===== src/rtl/lfsr_param_if.sv =====
// Control and status bundle for lfsr_param: the step/load requests and
// the LFSR state plus its pulse outputs.
interface lfsr_param_if #(
  parameter int WIDTH = 12
);
  logic             en;
  logic             load;
  logic [WIDTH-1:0] seed_in;
  logic [WIDTH-1:0] lfsr_out;
  logic             max_tick;
  logic [WIDTH-1:0] period_out;
  logic             period_valid;
  logic             load_err;

  modport master (
    output en, load, seed_in,
    input  lfsr_out, max_tick, period_out, period_valid, load_err
  );

  modport slave (
    input  en, load, seed_in,
    output lfsr_out, max_tick, period_out, period_valid, load_err
  );
endinterface


===== src/rtl/lfsr_param.sv =====
// Parametrised Fibonacci LFSR with seed load, zero-seed rejection and
// measurement of the number of steps taken to return to the active seed.
module lfsr_param #(
  parameter int               WIDTH = 12,
  parameter logic [WIDTH-1:0] TAPS  = 12'h829,
  parameter logic [WIDTH-1:0] SEED  = 12'h001
) (
  input logic         CCLK,
  input logic         reset,
  lfsr_param_if.slave bus
);

  logic [WIDTH-1:0] r_lfsr;
  logic [WIDTH-1:0] r_seed;
  logic [WIDTH-1:0] r_step_cnt;
  logic [WIDTH-1:0] r_period;
  logic             r_max_tick;
  logic             r_period_valid;
  logic             r_load_err;

  logic             w_fb;
  logic [WIDTH-1:0] w_shift;
  logic [WIDTH-1:0] w_step_inc;

  logic [WIDTH-1:0] w_lfsr_next;
  logic [WIDTH-1:0] w_seed_next;
  logic [WIDTH-1:0] w_step_cnt_next;
  logic [WIDTH-1:0] w_period_next;
  logic             w_max_tick_next;
  logic             w_period_valid_next;
  logic             w_load_err_next;

  assign w_fb       = ^(r_lfsr & TAPS);
  assign w_shift    = {r_lfsr[WIDTH-2:0], w_fb};
  // Wraps modulo 2^WIDTH; a maximal period of 2^WIDTH-1 still fits.
  assign w_step_inc = r_step_cnt + WIDTH'(1);

  always_comb begin
    w_lfsr_next         = r_lfsr;
    w_seed_next         = r_seed;
    w_step_cnt_next     = r_step_cnt;
    w_period_next       = r_period;
    w_max_tick_next     = 1'b0;
    w_period_valid_next = 1'b0;
    w_load_err_next     = 1'b0;

    if (bus.load) begin
      w_step_cnt_next = '0;
      // A zero seed would lock the register up, so fall back to SEED.
      if (bus.seed_in != '0) begin
        w_lfsr_next = bus.seed_in;
        w_seed_next = bus.seed_in;
      end else begin
        w_lfsr_next     = SEED;
        w_seed_next     = SEED;
        w_load_err_next = 1'b1;
      end
    end else if (bus.en) begin
      w_lfsr_next = w_shift;
      if (w_shift == r_seed) begin
        w_max_tick_next     = 1'b1;
        w_period_valid_next = 1'b1;
        w_period_next       = w_step_inc;
        w_step_cnt_next     = '0;
      end else begin
        w_step_cnt_next = w_step_inc;
      end
    end
  end

  always_ff @(posedge CCLK or negedge reset) begin
    if (!reset) begin
      r_lfsr         <= SEED;
      r_seed         <= SEED;
      r_step_cnt     <= '0;
      r_period       <= '0;
      r_max_tick     <= 1'b0;
      r_period_valid <= 1'b0;
      r_load_err     <= 1'b0;
    end else begin
      r_lfsr         <= w_lfsr_next;
      r_seed         <= w_seed_next;
      r_step_cnt     <= w_step_cnt_next;
      r_period       <= w_period_next;
      r_max_tick     <= w_max_tick_next;
      r_period_valid <= w_period_valid_next;
      r_load_err     <= w_load_err_next;
    end
  end

  assign bus.lfsr_out     = r_lfsr;
  assign bus.max_tick     = r_max_tick;
  assign bus.period_out   = r_period;
  assign bus.period_valid = r_period_valid;
  assign bus.load_err     = r_load_err;

endmodule


===== src/flat_wrapper.sv =====
// flat-port wrapper written by rule: the top's interface ports become plain ports
module lfsr_param_flat 
#(
  parameter int               WIDTH = 12,
  parameter logic [WIDTH-1:0] TAPS  = 12'h829,
  parameter logic [WIDTH-1:0] SEED  = 12'h001
)
  (CCLK, reset, bus_en, bus_load, bus_seed_in, bus_lfsr_out, bus_max_tick, bus_period_out, bus_period_valid, bus_load_err);
  lfsr_param_if #(.WIDTH(WIDTH)) bus_i ();
  input logic CCLK;
  input logic reset;
  input wire logic [$bits(bus_i.en)-1:0] bus_en;
  input wire logic [$bits(bus_i.load)-1:0] bus_load;
  input wire logic [$bits(bus_i.seed_in)-1:0] bus_seed_in;
  output wire logic [$bits(bus_i.lfsr_out)-1:0] bus_lfsr_out;
  output wire logic [$bits(bus_i.max_tick)-1:0] bus_max_tick;
  output wire logic [$bits(bus_i.period_out)-1:0] bus_period_out;
  output wire logic [$bits(bus_i.period_valid)-1:0] bus_period_valid;
  output wire logic [$bits(bus_i.load_err)-1:0] bus_load_err;
  assign bus_i.en = bus_en;
  assign bus_i.load = bus_load;
  assign bus_i.seed_in = bus_seed_in;
  assign bus_lfsr_out = bus_i.lfsr_out;
  assign bus_max_tick = bus_i.max_tick;
  assign bus_period_out = bus_i.period_out;
  assign bus_period_valid = bus_i.period_valid;
  assign bus_load_err = bus_i.load_err;
  lfsr_param #(.WIDTH(WIDTH), .TAPS(TAPS), .SEED(SEED)) u_core (.CCLK(CCLK), .reset(reset), .bus(bus_i));
endmodule

===== config.mk =====
export PLATFORM = sky130hd
export DESIGN_NAME = lfsr_param_flat
export DESIGN_NICKNAME = d
export VERILOG_FILES = /design/src/rtl/lfsr_param_if.sv /design/src/rtl/lfsr_param.sv /design/src/flat_wrapper.sv
export SDC_FILE = /design/constraint.sdc
export NUM_CORES = 1
export LEC_CHECK = 0
export CAP_MARGIN = 20
export CORE_MARGIN = 2
export CORE_UTILIZATION = 47
export DETAILED_ROUTE_END_ITERATION = 7
export PLACE_DENSITY = 0.77
export SYNTH_ARGS = -nofsm -noshare
export SYNTH_HDL_FRONTEND = slang
export SYNTH_SLANG_ARGS = --single-unit

===== constraint.sdc =====
create_clock -name CCLK -period 2.1 [get_ports CCLK]
set_clock_uncertainty 0.05 [all_clocks]
set_input_delay 0.21 -clock CCLK [delete_from_list [all_inputs] [get_ports CCLK]]
set_output_delay 0.21 -clock CCLK [all_outputs]
set_load 0.005 [all_outputs]

==> results.json, run 1 <==
{
  "status": "finished clean",
  "grt_pass1_wl_mm": 9.114,
  "grt_usage": 0.1922,
  "synthCells": 243,
  "final-setup-viol-count": 0,
  "routed-via-count": 1931,
  "nets": 309,
  "multiInputGateArea_um2": 1161,
  "synth_fa_ha_area_frac": 0.004980,
  "cts_tree": "done",
  "cts_made_buffers": 5,
  "yosysWarningCount": 0,
  "post-route-util": 0.6400,
  "path_max_fanout": 6,
  "num_antenna_cells": 0,
  "synthMuxAreaShare": 0.1066,
  "pin_count": 43,
  "grt_overflow": 0,
  "min_period_over_period": 0.9752,
  "cts.sinks": 50,
  "wl_per_cell_um": 15.57,
  "synth.yosys.seq_area_share": 0.4990,
  "syn_area_um2": 2512,
  "die_h_um": 77.12,
  "ant_nets": 0,
  "max_stage_delay_ns": 0.41,
  "ctsHtreeMaxLevel": 2,
  "path_cells": "buf_6 -> xor2_4 -> nor4_4 -> nand4_2 -> nor2_4 -> clkbuf_16 -> mux2_4",
  "maxSlewHeadroom": 0.7266,
  "antenna_found_initial": 0,
  "regArea_um2": 1254,
  "grt_max_degree": 51,
  "max-cap-violations": 0,
  "grt_setup_unrepaired": "yes",
  "critical_path.startpoint_type": "register",
  "drc": 0,
  "hold_slack_ns": 0.3683,
  "fp.coreArea_um2": 5140,
  "worst_pin_slew_ns": 0.4101,
  "finalHoldViolCount": 0,
  "drive_above_1_share": 0.1638,
  "synth_xor_area_frac": 0.08964,
  "end_kind": "register",
  "rows": 26,
  "ff2ff_setup_slack_ns": 0.05,
  "drv_slew": 0,
  "totalWireLength_mm": 5.653,
  "dr.pass1.iters": 4,
  "grt_pass1_vias": 1920,
  "clock_path_buffers": 2,
  "place.gp.congestion": 0.7876,
  "path_clk_slew_ns": 0.09,
  "clock_latency_ns": 0.30,
  "hp-class": "input pin to async pin",
  "powerDensity_nw_per_um2": 684.8,
  "start_util": 0.4888,
  "areaGrowthSynthToFinish_pct": 30.93,
  "fill_cells": 433,
  "finalPower_mw": 2.253,
  "synth_compound_area_frac": 0.08566,
  "criticalPathCategory": "register to register",
  "die_area_um2": 5947,
  "syn-num-nets": 260,
  "synth.distinct_cells": 37,
  "required_ns": 2.25,
  "leakage_nw": 1.451,
  "arrival_ns": 2.19,
  "timing.fmax_ghz": 0.4883,
  "avgSynthCellArea_um2": 10.34,
  "setup_tns_ns": 0,
  "dr.first_iter.drc_count": 122,
  "final.min_clock_period_ns": 2.048,
  "synth-simple-area-share": 0.1534,
  "place_area_um2": 3030,
  "vias_per_cell": 5.320,
  "synth-seq-cells": 50,
  "synth_top_family_by_area": "simple AND/OR/NAND/NOR gates",
  "die_x_um": 77.12,
  "clockRootBuffer": "clkbuf_8",
  "vdd_drop_max_mv": 0.3872,
  "slowest_stage": "dfrtp_1",
  "place_hpwl_mm": 3.696,
  "portBuffers": 42,
  "final_cell_area_um2": 3289
}
==> flip-flops by register name, summed over array words and instances, names as in the netlist <==
register,flops
u_core.r_seed,12
u_core.bus.period_out,12
u_core.bus.max_tick,1
u_core.r_step_cnt,12
u_core.bus.load_err,1
u_core.bus.lfsr_out,12
==> timing repair <==
| action | CTS | global route |
|---|---|---|
| hold buffers | 1 | 0 |
| gates resized for setup | 1 | 8 |
| setup buffers | 0 | 3 |
| gates cloned | 0 | 1 |
| setup endpoints to repair | 1 | 13 |
| pin swaps | 0 | 3 |
| hold endpoints to repair | 48 | 0 |
==> Yosys cell counts <==
| cell | count | area, µm² |
|---|---|---|
| dfstp_2 | 2 | 52.55 |
| nand3b_1 | 3 | 22.52 |
| a21oi_1 | 6 | 30.03 |
| buf_1 | 2 | 7.510 |
| dfrtp_1 | 48 | 1201 |
| mux2_2 | 2 | 22.52 |
| and4_1 | 1 | 8.760 |
| nor3b_1 | 2 | 15.01 |
| nand4_1 | 2 | 12.51 |
| and2_1 | 1 | 6.260 |
| nand4_2 | 1 | 12.51 |
| or3_2 | 1 | 7.510 |
| ha_1 | 1 | 12.51 |
| mux2i_1 | 11 | 110.1 |
| buf_4 | 1 | 7.510 |
| nand2_1 | 28 | 105.1 |
| xnor2_1 | 9 | 78.83 |
| nand4b_1 | 2 | 17.52 |
| xor2_1 | 14 | 122.6 |
| inv_1 | 14 | 52.55 |
| o31ai_2 | 1 | 12.51 |
| o21ai_0 | 26 | 130.1 |
| or3_1 | 1 | 6.260 |
| buf_12 | 1 | 20.02 |
| nor2_1 | 7 | 26.28 |
| buf_2 | 1 | 5.000 |
| clkbuf_1 | 10 | 37.54 |
| xnor3_2 | 1 | 23.77 |
| or2_2 | 1 | 6.260 |
| mux2_4 | 9 | 135.1 |
| a31oi_1 | 6 | 37.54 |
| nor3_1 | 4 | 20.02 |
| o21ai_1 | 1 | 5.000 |
| nor2_4 | 1 | 11.26 |
| nor4_1 | 6 | 37.54 |
| nand3_1 | 14 | 70.07 |
| buf_6 | 2 | 22.52 |
==> cell type report <==
type,count,share of cell area
clock buffers,6,0.02510
inverters,14,0.01598
well taps,70,0.02663
flip-flops and latches,50,0.3811
clock inverters,2,0.01826
repair buffers,59,0.1799
multi-input cells,162,0.3530
==> cells in the final DEF, fill, tap and decap left out, types with 7 or more instances in the layout <==
cell / n
dfrtp_1: 48
clkdlybuf4s50_1: 41
nand2_1: 28
o21ai_0: 26
inv_1: 14
nand3_1: 14
xor2_1: 13
buf_4: 12
mux2i_1: 11
mux2_4: 11
xnor2_1: 8
nor2_1: 7
==> metrics by stage <==
| stage | setup slack [ns] | cells |
|---|---|---|
| after floorplan | 0.1104 | 243 |
| after detailed placement | 0.01000 | 350 |
| after global placement | 0.05084 | 350 |
| after global routing | -0.01891 | 363 |
| after CTS | 0.008449 | 359 |
| final | 0.05210 | 363 |
==> path summary, 6_finish.rpt <==
| check | end | cells past startpoint | startpoint |
|---|---|---|---|
| setup / recovery | u_core.bus.period_out[6] | 7 | u_core.bus.lfsr_out[5] |
| hold / removal | u_core.bus.lfsr_out[11] | 3 | reset |
| setup reg to reg | u_core.bus.period_out[6] | 7 | u_core.bus.lfsr_out[5] |
| hold reg to reg | u_core.r_seed[0] | 2 | u_core.r_seed[0] |
| max in group asynchronous | u_core.bus.lfsr_out[0] | 3 | reset |
| min in group CCLK | u_core.r_seed[0] | 2 | u_core.r_seed[0] |
==> kinds of logic after synthesis <==
logic type	count (synthesis)
simple gates	75
flops	50
compound gates	40
buf+inv	31
xor+xnor	24
mux	22
fa+ha+maj	1
==> report_power, final <==
part           total, mW  internal, mW  leakage, nW  switching (mW)
registers           1.07          1.02        0.649          0.0509
clock network      0.824         0.508       0.0714           0.317
logic              0.361         0.189        0.731           0.172
==> metal layers <==
layer	wire [µm]	track usage
met5	0	0
met3	237	0.04118
met4	51	0.05179
met2	2803	0.3114
met1	2560	0.2631
==> critical path, delay by kind of cell (launching register included) <==
family	cells	cell delay, ns
XOR/XNOR	1	0.18
buffers and inverters	2	0.33
flip-flops	1	0.41
multiplexers	1	0.29
AND/OR/NAND/NOR	3	0.68
No activity file was read; power rests on OpenSTA's default activity.
==> inputs of run 2 (changes only) <==
--- a/config.mk
+++ b/config.mk
@@ -6,10 +6,10 @@
 export NUM_CORES = 1
 export LEC_CHECK = 0
 export CAP_MARGIN = 20
-export CORE_MARGIN = 2
+export CORE_MARGIN = 1
 export CORE_UTILIZATION = 47
 export DETAILED_ROUTE_END_ITERATION = 7
-export PLACE_DENSITY = 0.77
+export PLACE_DENSITY_LB_ADDON = 0.05
 export SYNTH_ARGS = -nofsm -noshare
 export SYNTH_HDL_FRONTEND = slang
 export SYNTH_SLANG_ARGS = --single-unit
==> run 2 against run 1 <==
Wire length down 4.4%. Highest routed layer unchanged. Critical endpoint is now u_core.bus.period_out[10]. Sequential power about the same. Via count shrank 2.7%. Critical path depth down 1. Die area fell by 5.1%. Count of clock-buffer cells in the layout stayed put. Total power decreased by 12%. Sequential share of layout area increased by 1.7 points. Maximum frequency increased by 0.97%.
==> results.json, run 2 (synthesis gave the netlist of run 1 again) <==
{
  "die_h_um": 75.12,
  "ff2ff_setup_slack_ns": 0.07,
  "antenna_found_initial": 0,
  "drive_above_1_share": 0.1453,
  "path_cells": "xnor3_2 -> xnor2_1 -> nand4_2 -> nor2_4 -> buf_12 -> mux2_2",
  "path_max_fanout": 12,
  "leakage_nw": 1.381,
  "num_antenna_cells": 0,
  "layout_common_cells": "dfrtp_1, clkdlybuf4s50_1, nand2_1, o21ai_0",
  "post-route-util": 0.6122,
  "cts_tree": "done",
  "totalWireLength_mm": 5.405,
  "vias_per_cell": 5.234,
  "areaGrowthSynthToFinish_pct": 25.25,
  "grt_pass1_wl_mm": 9.087,
  "path_clk_slew_ns": 0.09,
  "die_area_um2": 5642,
  "nets": 305,
  "place_area_um2": 3030,
  "layout.cells.most_common": "dfrtp_1",
  "final_cell_area_um2": 3147,
  "grt_pass1_vias": 1866,
  "cts.sinks": 50,
  "grt_usage": 0.2182,
  "fill_cells": 460,
  "final.min_clock_period_ns": 2.028,
  "drc": 0,
  "ant_nets": 0,
  "ff2ff_path_depth": 6,
  "portBuffers": 42,
  "end_kind": "register",
  "timing.fmax_ghz": 0.4930,
  "crit_buf_inv": 1,
  "hp-class": "input pin to async pin",
  "criticalPathCategory": "register to register",
  "required_ns": 2.24,
  "min_period_over_period": 0.9658,
  "ctsHtreeMaxLevel": 2,
  "place.gp.congestion": 0.7482,
  "fp.coreArea_um2": 5140,
  "status": "finished clean",
  "arrival_ns": 2.17,
  "dr.first_iter.drc_count": 115,
  "max-cap-violations": 0,
  "reg2reg_from": "u_core.bus.lfsr_out[3]",
  "drv_slew": 0,
  "powerDensity_nw_per_um2": 627.0,
  "maxSlewHeadroom": 0.7197,
  "finalHoldViolCount": 0,
  "hold_slack_ns": 0.3474,
  "max_stage_delay_ns": 0.46,
  "setup_tns_ns": 0,
  "critical_path.startpoint_type": "register",
  "place_hpwl_mm": 3.669,
  "slowest_stage": "xnor3_2",
  "clockRootBuffer": "clkbuf_8",
  "rows": 26,
  "clock_latency_ns": 0.31,
  "vdd_drop_max_mv": 0.3869,
  "pin_count": 43,
  "cts_made_buffers": 5,
  "grt_overflow": 0,
  "start_util": 0.4888,
  "path_delay_family": "XOR/XNOR gates",
  "clock_path_buffers": 2,
  "wl_per_cell_um": 15.06,
  "die_x_um": 75.12,
  "finalPower_mw": 1.973,
  "grt_setup_unrepaired": "yes",
  "final-setup-viol-count": 0,
  "grt_max_degree": 51,
  "rr_endpoint": "u_core.bus.period_out[10]",
  "routed-via-count": 1879,
  "dr.pass1.iters": 4,
  "worst_pin_slew_ns": 0.4205
}
==> run 2: cell types whose count changed in the layout (fill, tap and decap cells not counted), moves of 2 or more <==
cell,previous run,this run
bufinv_16,2,0
mux2_4,11,9
mux2_2,0,2
buf_4,12,10
==> run 2: what timing repair did <==
item                                    CTS  global route
endpoints found under the setup margin    0             9
setup buffers                             0             0
endpoints found under the hold margin    48             0
gates resized for setup                   0             2
hold buffers                              1             0
==> run 2: metrics by stage <==
stage          setup slack [ns]  instances
6_report                0.07176        359
2_1_floorplan            0.1104        243
3_3_place_gp            0.09897        350
4_1_cts                 0.02992        359
3_5_place_dp            0.04752        350
5_1_grt               -0.002719        359
==> run 2: layer usage <==
metal	wire length, µm	vias up	GRT usage
met5	0	-	0
met3	157	7	0.03079
met1	2789	914	0.3258
li1	-	920	-
met4	76	0	0.07966
met2	2382	38	0.3233
==> run 2: cell type report <==
type | count | area [µm²] | share of cell area
clock buffer | 6 | 82.58 | 0.02624
clock inverter | 2 | 12.51 | 0.003976
inverter | 14 | 52.55 | 0.01670
multi-input combinational | 162 | 1117 | 0.3551
sequential | 50 | 1254 | 0.3984
tap | 70 | 87.58 | 0.02783
timing repair buffer | 55 | 540.5 | 0.1718
==> run 2: power by group <==
| group | total, mW | internal [mW] | switching (mW) |
|---|---|---|---|
| registers | 1.06 | 1.02 | 0.0473 |
| logic | 0.320 | 0.168 | 0.152 |
| clock network | 0.590 | 0.265 | 0.325 |
| total | 1.97 | 1.45 | 0.524 |
==> run 2: worst max-delay path by stage <==
stage / endpoint / startpoint / cells after the start / slack [ns]
floorplan: u_core.bus.period_out[1] / u_core.bus.lfsr_out[3] / 6 / 0.11
global placement: u_core.bus.period_out[11] / u_core.bus.lfsr_out[5] / 7 / 0.1
detailed placement: u_core.bus.period_out[10] / u_core.bus.lfsr_out[5] / 7 / 0.05
CTS: u_core.bus.period_out[10] / u_core.bus.lfsr_out[5] / 7 / 0.03
global route: u_core.bus.period_out[10] / u_core.bus.lfsr_out[3] / 6 / -0.003
finish: u_core.bus.period_out[10] / u_core.bus.lfsr_out[3] / 6 / 0.07
==> run 2: worst register-to-register path, delay by kind of cell, from the launching register on <==
family / cells / cell delay (ns)
xor+xnor: 2 / 0.66
flops: 1 / 0.39
mux: 1 / 0.34
simple gates: 2 / 0.32
buf+inv: 1 / 0.16
